**src/rtl/dm_responder.sv**
```systemverilog
// dm_responder: data-memory responder for the multi-cycle CPU.
// It answers the active-low nRD/nWR strobes that the control unit drives
// during sMEM. Storage is byte-addressed and big-endian, and it returns
// 32-bit words.
//
// Handshake: a request is sampled on a rising CLK edge while exactly one
// strobe is low. The access happens WAIT_CYCLES edges later, and `ready`
// (with `err` on an illegal request) is high for exactly the following
// cycle. If the strobe is withdrawn, the strobe type changes, or addr moves
// during the wait, the request is dropped: no access and no pulse.
//
// Optional build macro DM_CLEAR_ON_RST_EN: when defined, nRST also clears
// every storage byte to 0x00. Otherwise storage is never reset.
//
// FSM state is visible hierarchically through `state` (S_IDLE=0, S_WAIT=1,
// S_DONE=2).
module dm_responder #(
  parameter int DEPTH_BYTES = 128,
  parameter int WAIT_CYCLES = 0
) (
  input  logic        CLK,
  input  logic        nRST,
  input  logic [31:0] addr,
  input  logic [31:0] wdata,
  input  logic        nRD,
  input  logic        nWR,
  output logic [31:0] rdata,
  output logic        ready,
  output logic        err
);

  localparam int AW = $clog2(DEPTH_BYTES);

  typedef enum logic [1:0] {
    S_IDLE = 2'd0,
    S_WAIT = 2'd1,
    S_DONE = 2'd2
  } state_t;

  state_t      state;
  state_t      state_nxt;

  logic [7:0]  mem [DEPTH_BYTES];

  logic [3:0]  cnt;
  logic        lat_wr;
  logic [31:0] lat_addr;
  logic        err_flag;

  // Request decode
  logic        req_any;
  logic        req_legal;
  logic        hold;

  // Access control, produced by the next-state logic
  logic          do_acc;
  logic          acc_wr;
  logic [AW-1:0] acc_addr;
  logic          start_wait;
  logic          set_err;

  // Byte lanes of the addressed word (the address is aligned, so OR is add)
  logic [AW-1:0] b0;
  logic [AW-1:0] b1;
  logic [AW-1:0] b2;
  logic [AW-1:0] b3;

  // Classify the current strobe/address combination
  always_comb begin
    req_any   = !nRD || !nWR;
    req_legal = (nRD != nWR) && (addr[1:0] == 2'b00) &&
                (addr < 32'(DEPTH_BYTES));
    if (lat_wr) begin
      hold = !nWR && nRD && (addr == lat_addr);
    end else begin
      hold = !nRD && nWR && (addr == lat_addr);
    end
  end

  // State register
  always_ff @(posedge CLK or negedge nRST) begin
    if (!nRST) begin
      state <= S_IDLE;
    end else begin
      state <= state_nxt;
    end
  end

  // Next-state and access decision
  always_comb begin
    state_nxt  = state;
    do_acc     = 1'b0;
    acc_wr     = 1'b0;
    acc_addr   = addr[AW-1:0];
    start_wait = 1'b0;
    set_err    = 1'b0;
    case (state)
      S_IDLE: begin
        if (req_any) begin
          if (!req_legal) begin
            state_nxt = S_DONE;
            set_err   = 1'b1;
          end else if (WAIT_CYCLES == 0) begin
            do_acc    = 1'b1;
            acc_wr    = !nWR;
            state_nxt = S_DONE;
          end else begin
            start_wait = 1'b1;
            state_nxt  = S_WAIT;
          end
        end
      end
      S_WAIT: begin
        if (!hold) begin
          state_nxt = S_IDLE;
        end else if (cnt == 4'd1) begin
          do_acc    = 1'b1;
          acc_wr    = lat_wr;
          acc_addr  = lat_addr[AW-1:0];
          state_nxt = S_DONE;
        end
      end
      S_DONE: begin
        state_nxt = S_IDLE;
      end
      default: begin
        state_nxt = S_IDLE;
      end
    endcase
  end

  // Completion outputs come straight from the state flops
  always_comb begin
    ready = (state == S_DONE);
    err   = (state == S_DONE) && err_flag;
  end

  // Byte-lane addresses for the big-endian word
  always_comb begin
    b0 = acc_addr;
    b1 = acc_addr | AW'(1);
    b2 = acc_addr | AW'(2);
    b3 = acc_addr | AW'(3);
  end

  // Request latch, wait counter, error flag and read data
  always_ff @(posedge CLK or negedge nRST) begin
    if (!nRST) begin
      cnt      <= 4'd0;
      lat_wr   <= 1'b0;
      lat_addr <= 32'd0;
      err_flag <= 1'b0;
      rdata    <= 32'd0;
    end else begin
      if (start_wait) begin
        cnt      <= 4'(WAIT_CYCLES);
        lat_wr   <= !nWR;
        lat_addr <= addr;
      end else if (state == S_WAIT && hold) begin
        cnt <= cnt - 4'd1;
      end
      if (state_nxt == S_DONE) begin
        err_flag <= set_err;
      end
      if (do_acc && !acc_wr) begin
        rdata <= {mem[b0], mem[b1], mem[b2], mem[b3]};
      end
    end
  end

`ifdef DM_CLEAR_ON_RST_EN
  // Storage writes; reset wipes every byte
  always_ff @(posedge CLK or negedge nRST) begin
    if (!nRST) begin
      for (int i = 0; i < DEPTH_BYTES; i++) begin
        mem[i] <= 8'h00;
      end
    end else if (do_acc && acc_wr) begin
      mem[b0] <= wdata[31:24];
      mem[b1] <= wdata[23:16];
      mem[b2] <= wdata[15:8];
      mem[b3] <= wdata[7:0];
    end
  end
`else
  // Storage writes; contents survive reset
  always_ff @(posedge CLK) begin
    if (do_acc && acc_wr) begin
      mem[b0] <= wdata[31:24];
      mem[b1] <= wdata[23:16];
      mem[b2] <= wdata[15:8];
      mem[b3] <= wdata[7:0];
    end
  end
`endif

endmodule
```
**config.mk**
```make
export PLATFORM = sky130hd
export DESIGN_NAME = dm_responder
export DESIGN_NICKNAME = d
export VERILOG_FILES = /design/src/rtl/dm_responder.sv
export SDC_FILE = /design/constraint.sdc
export NUM_CORES = 2
export LEC_CHECK = 0
export CAP_MARGIN = 20
export CORE_MARGIN = 1.5
export CORE_UTILIZATION = 32
export CTS_BUF_LIST = sky130_fd_sc_hd__clkbuf_4 sky130_fd_sc_hd__clkbuf_8
export CTS_CLUSTER_DIAMETER = 40
export CTS_CLUSTER_SIZE = 30
export DETAILED_ROUTE_END_ITERATION = 16
export PLACE_DENSITY_LB_ADDON = 0.25
export SKIP_CTS_REPAIR_TIMING = 1
export SLEW_MARGIN = 5
export SYNTH_ARGS = -nofsm -noshare
export SYNTH_HDL_FRONTEND = slang
export SYNTH_SLANG_ARGS = --single-unit
export TNS_END_PERCENT = 10
```
**constraint.sdc**
```tcl
create_clock -name CLK -period 2.9 [get_ports CLK]
set_clock_uncertainty 0.05 [all_clocks]
set_input_delay 0.58 -clock CLK [delete_from_list [all_inputs] [get_ports CLK]]
set_output_delay 0.58 -clock CLK [all_outputs]
set_load 0.02 [all_outputs]
```
==> results <==
- The run finished, with violations left.
- The final reports fail on setup timing.
- During placement, the flow inserted port buffers numbering 101.
- For the pin with the worst max-slew slack, the measured transition is between 1000 and 1500 ps.
- The async set or reset register ratio after synthesis is about 3.7%.
- The dominant register cell in the synthesized netlist is sky130_fd_sc_hd__edfxtp_1.
- The area of the core region is 183000 µm².
- The start point of the critical path is state[1]$_DFF_PN0_.
- Entering global routing, the biggest net connects 71 pins.
- The detailed router placed 43562 vias in this run.
- Across every metal layer, demand over resource in global routing totals between 20% and 30%.
- The average instance area after synthesis is around 15 µm².
- The path category of the worst min-delay check is in -> reg.
- The final net count is between 4000 and 5000.
- The clock transition at the register clock pins on the worst setup and hold paths after CTS is 60 ps.
- The top cell type by area accounts for between 50% and 60% of the synthesized area.
- The later pin in the worst-skew pair is clocked with a latency of 970 ps.
- The largest driver fanout on the critical path is 14.
- In this run the vertical extent of the chip is 433 µm.
- The number of cells on the worst reg-to-reg path is 12.
- The worst-case setup margin in the final layout is -43.1 ps.
- The die is roughly 430 µm wide.
- The number of buffers inserted during clock tree synthesis is 180.
- The H-tree depth is 4.
- In this run the most critical hold path is launched from wdata[30].
- In this run the deepest clock path goes through 3 buffers.
- The number of hold violations in the final report is 0.
- The completed layout was analyzed and its total power is between 30 and 40 mW.
- The final critical path takes up 101% of the cycle.
- The clock period minus worst slack is 2940 ps.
- The CTS tree is done.
- Once detail routing completed, the nets flagged for antenna violations numbered 0.
- The final number of max-transition violations is 0.
- In the routed layout, each cell is associated on average with a via count of about 6.
- After detailed routing, the total wire length is about 250 mm.
- The via count of the first global-routing pass is 41619.
- Cells with a size suffix above 1 make up 45.6% of the layout.
- The relative slew slack is 17.6%.
- In this run the critical register-to-register path is launched from state[1]$_DFF_PN0_.
- Dividing the detail-routed wire length by the instance count gives 33.0 µm.
- The worst-case IR drop observed on VDD is 0.437 mV.
- The placed instances occupy a cell area of roughly 70000 µm².
- Leaving out fill and tap cells, the most frequent cells in the layout are 1024 x sky130_fd_sc_hd__edfxtp_1, 720 x sky130_fd_sc_hd__buf_4, 455 x sky130_fd_sc_hd__mux2_2.
- Sequential elements use 53.6% of the synthesized area.
- The number of nets in the synthesized netlist is between 4000 and 5000.
- The maximum clock frequency is 340 MHz.
- The count of different cell masters after synthesis is 73.
- The global-route wire length before repair is 337 mm.
- The initial utilization of the core area, before any placement, comes to 32.3%.
- The remaining design rule violation count is 0.
- Summed over all cells, the static leakage comes to 26.8 nW.
- For this design, the sink count on the clock tree is around 1100.
- The synthesis-to-finish area growth is 27.0%.
- The die covers approximately 190000 µm².
- The gate count after technology mapping is 4083.
- The initialized floorplan defines between 150 and 200 standard-cell rows.
- Yosys mapped a number of flops with a built-in enable equal to around 1000.
- In this run, synthesis produced a sequential element count of between 1000 and 1500.
- The Yosys step of the flow raised 0 warnings.
- The required time at the endpoint of the critical path is 3540 ps.
- The HPWL after detailed placement is 176 mm.
- The iteration-0 DRC count of the detailed router is 6302.
- The worst endpoint data arrival time is 3590 ps.
- Max-cap violations in this run came to 0.
- Pin placement for this block handled between 100 and 150 I/O pins.
- The number of detailed-routing iterations run before antenna repair is 6.
- With fillers left out, the area of the finished cells amounts to 75200 µm².
- Counting instances, the worst hold path has a depth of 2.
- Setup violations remaining at the end of the flow were counted as 10.
- The critical path is of the reg -> reg type.
- The number of antenna violations at the first check in global routing is 18.
- Leaving out fill and tap cells, the most frequent cell in the layout is sky130_fd_sc_hd__edfxtp_1.
- The power per cell area is 495 nW/µm².
- The endpoint kind of the worst setup timing path is a register.
- Setup repair after global routing could not meet its margin everywhere.
- The slack of the worst reg-to-reg path is -40 ps.
- The remaining global-route overflow is 0.
- The clock root buffer is sky130_fd_sc_hd__clkbuf_8.
- The mapped cell area is 59200 µm².
- Cells fill 41.0% of the core in the end.
- In the post-synthesis netlist, the biggest area contributors are sky130_fd_sc_hd__edfxtp_1 52%, sky130_fd_sc_hd__mux4_2 16%, sky130_fd_sc_hd__mux2_2 9.1%.
- The largest total area in the synthesized netlist belongs to sky130_fd_sc_hd__edfxtp_1.
- STA classifies the critical path startpoint as a register.
- At the end of routability-driven placement, the weighted congestion stood at 0.995.
[per-layer routing]
metal / wire length [µm] / vias up / global-route usage [%]
li1: - / 17800 / -
met4: 12000 / 16 / 11.2
met1: 99700 / 22761 / 35.4
met5: 93 / - / 0
met2: 111000 / 2547 / 39.3
met3: 22600 / 438 / 4.78
[Yosys cell counts (all sizes together), types with 53 or more instances]
master,n
a21oi,72
nand2,395
clkbuf,267
nor3,75
nor2,127
inv,61
edfxtp,1024
mux2i,206
mux4,412
a22o,88
mux2,595
buf,192
o21ai,157
o22ai,53
[path summary, 6_finish.rpt]
check                                       end
max reg2reg                mem[42][2]$_DFFE_PP_
max                        mem[42][2]$_DFFE_PP_
min in group asynchronous    cnt[2]$_DFFE_PN0P_
min                        mem[40][6]$_DFFE_PP_
min reg2reg                  cnt[3]$_DFFE_PN0P_
max in group asynchronous  rdata[1]$_DFFE_PN0P_
[per-stage QoR]
stage | setup slack, ps | hold slack (ps) | TNS [ps] | std cells
final | -43.1 | 86.2 | -230 | 7452
after floorplan | -330 | 234 | -174680 | 4083
after global routing | -101 | 64.8 | -5280 | 7445
after detailed placement | -1660 | 426 | -2541480 | 7071
after global placement | -1700 | 414 | -2633750 | 7070
after CTS | -643 | -489 | -675200 | 7408
[power breakdown]
part	total, mW	internal (mW)	switching [mW]	leakage, nW
clock network	15.7	8.44	7.25	2.06
registers	16.8	16.8	0.00297	9.73
logic	4.70	1.95	2.74	15.0
[kinds of logic (layout without fill, tap and decap cells)]
logic type      after synthesis  in the layout  share of synthesized area (%)
compound gates              569            569                           6.54
xor+xnor                      3              3                         0.0444
fa+ha+maj                     4              4                         0.0845
buf+inv                     530           1425                           3.91
flops                      1063           1063                           53.6
mux                        1213           1213                           30.5
other cells                   0             10                              0
simple gates                701            701                           5.37
[sequential cells by signal, indices dropped and copies added (netlist names)]
name,cells
state,2
err_flag,1
cnt,4
mem,1024
rdata,32
[cell type report]
type / instances / area, µm²
timing repair buffer: 1017 / 10300
inverter: 71 / 290
sequential: 1063 / 31700
clock inverter: 129 / 1380
multi-input combinational: 2490 / 25700
antenna: 10 / 25.0
fill: 17025 / 108000
clock buffer: 208 / 2720
tap: 2464 / 3080
[critical path, cell delays in order (launching register included)]
cell and delay, ps:
sky130_fd_sc_hd__dfrtp_1 390, sky130_fd_sc_hd__or3_4 410, sky130_fd_sc_hd__nor2_4 90, sky130_fd_sc_hd__buf_6 90, sky130_fd_sc_hd__nor4b_4 190, sky130_fd_sc_hd__buf_6 180
sky130_fd_sc_hd__buf_6 130, sky130_fd_sc_hd__nand2_8 100, sky130_fd_sc_hd__buf_12 190, sky130_fd_sc_hd__nor3_4 190, sky130_fd_sc_hd__buf_12 150, sky130_fd_sc_hd__clkbuf_16 180
sky130_fd_sc_hd__mux2_2 330
Note: power is estimated with default switching activity, not from simulation.
